`src/rtl/interp_phase_ctrl.sv`:
```
// Phase-accumulator sequencer for the cubic Farrow interpolator: sample loads, float19 mu issue, output-valid alignment.
// Optional STALL-cycle counter enabled by defining INTERP_PHASE_CTRL_UNDERRUN_CNT_EN.
module interp_phase_ctrl #(
    parameter int DATA_WIDTH = 19,
    parameter int PHASE_W    = 16,
    parameter int PIPE_LAT   = 5
) (
    input  logic                  clk,
    input  logic                  rst_n,
    input  logic                  enable,
    input  logic [PHASE_W-1:0]    step,
    input  logic                  s_valid,
    input  logic [DATA_WIDTH-1:0] s_data,
    output logic                  s_ready,
    output logic                  x_load,
    output logic [DATA_WIDTH-1:0] x_data,
    output logic [DATA_WIDTH-1:0] mu_out,
    output logic                  mu_valid,
    output logic                  out_valid,
    output logic                  busy,
    output logic [15:0]           underrun_cnt
);

    typedef enum logic [1:0] {
        ST_IDLE  = 2'd0,
        ST_FILL  = 2'd1,
        ST_RUN   = 2'd2,
        ST_STALL = 2'd3
    } state_t;

    state_t              state_r;
    logic [PHASE_W-1:0]  phase_r;
    logic [PHASE_W-1:0]  step_r;
    logic [1:0]          fill_cnt_r;
    logic [PIPE_LAT-1:0] vld_pipe_r;

    logic [PHASE_W:0]    nxt_s;
    logic                carry_s;
    logic [PHASE_W-1:0]  frac_s;
    logic                accept_s;
    logic                issue_s;

    // Unsigned fraction f/2^PHASE_W to float19; mantissa is truncated, zero maps to all-zero.
    function automatic logic [DATA_WIDTH-1:0] to_float19(input logic [PHASE_W-1:0] f);
        int                 p_v;
        logic [PHASE_W-1:0] sh_v;
        logic [7:0]         exp_v;
        logic [9:0]         man_v;
        p_v = 0;
        for (int i = 0; i < PHASE_W; i++) begin
            p_v = f[i] ? i : p_v;
        end
        // Shifting the leading one out leaves the lower bits left-aligned.
        sh_v  = f << (PHASE_W - p_v);
        man_v = sh_v[PHASE_W-1 -: 10];
        exp_v = 8'(127 + p_v - PHASE_W);
        return (f == {PHASE_W{1'b0}}) ? {DATA_WIDTH{1'b0}}
                                      : DATA_WIDTH'({1'b0, exp_v, man_v});
    endfunction

    // Next phase and wrap detection.
    always_comb begin
        nxt_s   = {1'b0, phase_r} + {1'b0, step_r};
        carry_s = nxt_s[PHASE_W];
        frac_s  = nxt_s[PHASE_W-1:0];
    end

    // Ready depends only on state, phase and the run request.
    always_comb begin
        case (state_r)
            ST_FILL:  s_ready = enable;
            ST_RUN:   s_ready = enable & carry_s;
            ST_STALL: s_ready = enable;
            default:  s_ready = 1'b0;
        endcase
    end

    // Per-cycle accept and issue decisions.
    always_comb begin
        accept_s = s_ready & s_valid;
        case (state_r)
            ST_RUN:   issue_s = enable & (~carry_s | s_valid);
            ST_STALL: issue_s = enable & s_valid;
            default:  issue_s = 1'b0;
        endcase
    end

    // Sequencer state, phase and registered strobes.
    always_ff @(posedge clk or negedge rst_n) begin
        if (!rst_n) begin
            state_r    <= ST_IDLE;
            phase_r    <= {PHASE_W{1'b0}};
            step_r     <= {PHASE_W{1'b0}};
            fill_cnt_r <= 2'd0;
            x_load     <= 1'b0;
            x_data     <= {DATA_WIDTH{1'b0}};
            mu_valid   <= 1'b0;
            mu_out     <= {DATA_WIDTH{1'b0}};
        end else begin
            x_load   <= accept_s;
            mu_valid <= issue_s;
            if (accept_s) begin
                x_data <= s_data;
            end
            if (issue_s) begin
                mu_out <= to_float19(frac_s);
            end
            case (state_r)
                ST_IDLE: begin
                    if (enable && step != {PHASE_W{1'b0}}) begin
                        step_r     <= step;
                        phase_r    <= {PHASE_W{1'b0}};
                        fill_cnt_r <= 2'd0;
                        state_r    <= ST_FILL;
                    end
                end
                ST_FILL: begin
                    if (!enable) begin
                        state_r <= ST_IDLE;
                    end else if (accept_s) begin
                        fill_cnt_r <= fill_cnt_r + 2'd1;
                        if (fill_cnt_r == 2'd3) begin
                            state_r <= ST_RUN;
                        end
                    end
                end
                ST_RUN: begin
                    if (!enable) begin
                        state_r <= ST_IDLE;
                    end else if (!carry_s || s_valid) begin
                        phase_r <= frac_s;
                    end else begin
                        state_r <= ST_STALL;
                    end
                end
                ST_STALL: begin
                    if (!enable) begin
                        state_r <= ST_IDLE;
                    end else if (s_valid) begin
                        phase_r <= frac_s;
                        state_r <= ST_RUN;
                    end
                end
                default: state_r <= ST_IDLE;
            endcase
        end
    end

    // Valid delay line; keeps draining regardless of state so in-flight results are delivered.
    always_ff @(posedge clk or negedge rst_n) begin
        if (!rst_n) begin
            vld_pipe_r <= {PIPE_LAT{1'b0}};
        end else begin
            vld_pipe_r[0] <= mu_valid;
            for (int i = 1; i < PIPE_LAT; i++) begin
                vld_pipe_r[i] <= vld_pipe_r[i-1];
            end
        end
    end

    assign out_valid = vld_pipe_r[PIPE_LAT-1];
    assign busy      = (state_r != ST_IDLE);

`ifdef INTERP_PHASE_CTRL_UNDERRUN_CNT_EN
    logic [15:0] underrun_r;

    // Saturating count of cycles spent waiting for a sample at a wrap.
    always_ff @(posedge clk or negedge rst_n) begin
        if (!rst_n) begin
            underrun_r <= 16'h0000;
        end else if (state_r == ST_STALL && underrun_r != 16'hFFFF) begin
            underrun_r <= underrun_r + 16'h0001;
        end
    end

    assign underrun_cnt = underrun_r;
`else
    assign underrun_cnt = 16'h0000;
`endif

endmodule

```
`config.mk`:
```
export PLATFORM = sky130hd
export DESIGN_NAME = interp_phase_ctrl
export DESIGN_NICKNAME = d
export VERILOG_FILES = /design/src/rtl/interp_phase_ctrl.sv
export SDC_FILE = /design/constraint.sdc
export NUM_CORES = 1
export LEC_CHECK = 0
export ABC_CLOCK_PERIOD_IN_PS = 11200
export CORE_MARGIN = 1.5
export CORE_UTILIZATION = 25
export CTS_BUF_LIST = sky130_fd_sc_hd__clkbuf_16
export DETAILED_ROUTE_END_ITERATION = 7
export GPL_TIMING_DRIVEN = 0
export PLACE_DENSITY = 0.53
export SLEW_MARGIN = 10
export SYNTH_ARGS = -nofsm -noshare
export SYNTH_HDL_FRONTEND = slang
export SYNTH_SLANG_ARGS = --single-unit
```
`constraint.sdc`:
```
create_clock -name clk -period 11.2 [get_ports clk]
set_clock_uncertainty 0.15 [all_clocks]
set_input_delay 1.12 -clock clk [delete_from_list [all_inputs] [get_ports clk]]
set_output_delay 1.12 -clock clk [all_outputs]
set_load 0.01 [all_outputs]
```
==> results by group <==
Worst hold path
  • Worst hold-check path type: reg -> reg

Flow run
  • Max_cap viols: 0

Routing
  • Via count: ~4300
  • # DRC: 0
  • Iter 0 DRT Violations: roughly 310
  • Number of vias per cell: between 4 and 5
  • Drt first pass iters: 5
  • Final antenna-violating net count: 0
  • Final wirelength: 13900 microns
  • DR WL/cell: roughly 16 microns

Worst setup path
  • Req. time, crit path: ~11000 ps
  • CP endpoint: mu_out[9]
  • RR Startpoint: step_r[0]
  • Worst-case reg-to-reg path depth: 18
  • Crit Reg-Reg Endpoint: mu_out[9]
  • Crit-path slowest cell: buf_1
  • Critical path type: reg -> reg
  • Worst R2R Setup Slack: roughly 5500 ps
  • Crit path DAT: between 5000 and 6000 ps
  • Critical Path Max Stage Delay: between 500 and 600 ps
  • Cells along the critical path: ha_1 > inv_1 > fa_1 > nand2b_1 > a211oi_4 > nor2b_1 > xor2_1 > a311oi_1 > o21a_1 > a22oi_4 > buf_2 > inv_1 > ha_1 > clkbuf_1 > buf_1 > mux2i_1 > a211oi_1 > a221o_1
  • CP max FO: 10
  • Setup crit end kind: register
  • CP startpoint: step_r[0]
  • Crit path launch type: register

Floorplan
  • Row Count: 52
  • CORE AREA: approximately 20000 sq um
  • Die X: 146 microns
  • Initial Util: between 20 and 30%
  • DIE HEIGHT: 146 microns
  • Die ar.: 21300 sq um
  • IO Count: slightly below 100

Timing
  • Hold WS: between 150 and 200 ps
  • RSZ-0062 raised after global routing: no
  • Final Max Tran Viols: 0
  • Relative slew margins: a little under a fifth
  • Worst slew pin tran: ~1200 ps
  • Final setup fails: 0
  • FMAX: 0.175 GHz
  • Final Hold Vio Count: 0
  • Worst Slack Setup Final: 5470 ps
  • Setup_tns: 0 ps
  • Post-route minimum period: ~5700 ps
  • Final period util: between 50% and 60%

GRT
  • Total global-route track usage: between 10% and 20%
  • Vias in the first global route: around 4300
  • Pin count of the biggest net entering global routing: 44
  • First-pass GRT wire length: approximately 23000 microns
  • Initial antenna violation count: 0
  • GRT overflow: 0

Logic synthesis
  • Post-Synthesis Cell Area: a little over 5000 sq um
  • Synth Area in Compound Gates: a little under a quarter
  • Proportion of netlist area held by the largest area contributor: between 30% and 40%
  • Post-synth EDFFs: 0
  • Fraction of synthesized area in multiplexers: roughly 13%
  • Synth Area in XOR/XNOR: between 2 and 3%
  • FFs w/ async S/R, synth: 100%
  • Synth unique cells: between 70 and 80
  • Sequential share of the synthesized area: between 30% and 40%
  • Top-count cell post-synth: dfrtp_1
  • Synth Area in Adders: under 10%
  • Synth warn: 0
  • Post-synthesis simple-gate area fraction: between 10% and 20%
  • Yosys top cell by area: dfrtp_1
  • Syn Inst Count: 510
  • Top cells by area, synth: dfrtp_1 (38%), mux2_2 (9.0%), ha_1 (4.4%)
  • Flops & latches, synth: 78
  • Largest family of logic cells by synthesized area: compound AO/OA/AOI/OAI gates
  • Synthesized area per cell: about 10 sq um
  • Top_reg_cell synth: dfrtp_1
  • Synth top cells by count: dfrtp_1 (78), nand2_1 (42), mux2_2 (41), a21oi_1 (28), o21ai_0 (26)

CTS
  • H-tree Lvls: 3
  • TritonCTS Sinks: 78
  • CTS tree: yes
  • Resize count post-CTS: 0
  • Worst skew pair latency: approximately 350 ps
  • CTS Buffer Depth: 2
  • Hold_buf cts: 0
  • CTS root buffer: clkbuf_16
  • Post-CTS repair timing setup buffer count: 0
  • Clock transition at the registers of the reported paths: about 60 ps
  • CTS Buf Count: 9

Pwr
  • Clk network pwr share: 25.3%
  • Cell internal pwr: approximately 0.00077 W
  • Reg power frac: around 31%
  • Pwr dens: about 180 nW/um^2
  • Lkg Pwr: roughly 2.8 nW
  • Power share of the combinational group: about 44%
  • Net Sw Frac: 36.6%
  • VDD IR max: 0.0628 mV
  • Psw: around 0.00044 W

Status
  • Outcome: finished clean

Final layout
  • Core Util, Final: around a third
  • Share of layout cells above drive strength 1: 17.3%
  • Fill cells: slightly above 2000
  • Area Overhead vs Synth: 29.7%
  • Ant. Diodes: 0
  • Nets: about 680

Placed design
  • Dpl hpwl: approximately 11000 microns
  • Input/output buffers: 79
  • Routability Congestion: ~0.85
  • Place WS: around 5600 ps
critical path: cells and delay by family (launching register included):
family,cells,cell delay (ps)
compound gates,6,1570
xor+xnor,1,460
fa+ha+maj,3,1010
buf+inv,5,1370
flops,1,390
mux,1,330
simple gates,2,330
placed cells by master, fill, tap and decap left out, drive strengths merged, types with 2 or more instances in the layout:
| master | instances |
|---|---|
| a22oi | 9 |
| inv | 22 |
| nor2 | 26 |
| clkinvlp | 3 |
| dfrtp | 78 |
| o311ai | 2 |
| and2 | 4 |
| conb | 18 |
| a21boi | 4 |
| o21ai | 31 |
| o2111a | 3 |
| nand4 | 2 |
| a211oi | 10 |
| nand3 | 11 |
| clkdlybuf4s50 | 78 |
| nor3 | 6 |
| and3 | 4 |
| o21a | 5 |
| xor2 | 6 |
| a221oi | 2 |
| or3 | 2 |
| a22o | 3 |
| buf | 27 |
| mux2 | 41 |
| clkbuf | 26 |
| a21o | 6 |
| nand2b | 6 |
| a211o | 2 |
| a21oi | 31 |
| nor2b | 3 |
| a221o | 3 |
| nor4 | 8 |
| o211ai | 7 |
| o31ai | 23 |
| nand2 | 42 |
| ha | 18 |
| a311oi | 2 |
| xnor2 | 6 |
| mux2i | 20 |
cells by family after synthesis:
logic type | after synthesis
AO/OA/AOI/OAI | 156
XOR/XNOR | 12
adder cells (fa/ha/maj) | 19
buffers and inverters | 61
flip-flops | 78
multiplexers | 62
other | 1
AND/OR/NAND/NOR | 121
sequential cells by signal, summed over array words and instances (netlist names):
signal	cells
state_r	2
phase_r	16
mu_out	16
x_load	1
fill_cnt_r	2
x_data	19
mu_valid	1
step_r	16
vld_pipe_r	5
power by group through the flow:
stage,sequential [W],clock (W),combinational [W]
4_1_cts,0.000371,0.000318,0.000538
3_3_place_gp,0.000373,0,0.000528
5_1_grt,0.000377,0.000330,0.000583
2_1_floorplan,0.000386,0,0.000326
6_report,0.000370,0.000307,0.000537
3_5_place_dp,0.000376,0,0.000536
how the worst min path moves through the flow:
stage                       start       endpoint  slack (ps)  cells after the start
floorplan           vld_pipe_r[0]  vld_pipe_r[1]         180                      0
global placement    vld_pipe_r[1]  vld_pipe_r[2]         190                      0
detailed placement  vld_pipe_r[1]  vld_pipe_r[2]         190                      0
CTS                 vld_pipe_r[1]  vld_pipe_r[2]         200                      0
global route        vld_pipe_r[1]  vld_pipe_r[2]         200                      0
finish              vld_pipe_r[3]  vld_pipe_r[4]         200                      0
metal layers:
metal  global-route usage, %  part of all wire, %
met5                       0                    0
met4                    5.61                  2.3
met3                    3.29                  4.0
met2                    22.1                   48
met1                    17.2                   45
through the flow:
step,cells,cell area (sq um),power (W)
after floorplan,527,5170,0.000712
after global placement,876,6300,0.000901
after detailed placement,877,6310,0.000912
after CTS,893,6620,0.00123
after global routing,893,6620,0.00129
final,893,6620,0.00121
layout make-up:
type	count	area, sq um	share of cell area (%)
clock inverters	7	81.3	1.23
inverters	19	71.3	1.08
repair buffers	80	808	12.2
plain buffers	42	244	3.68
clock buffers	9	225	3.40
multi-input cells	388	2900	43.8
flip-flops and latches	78	1950	29.5
well taps	270	338	5.10
(Power assumes the default switching activity.)
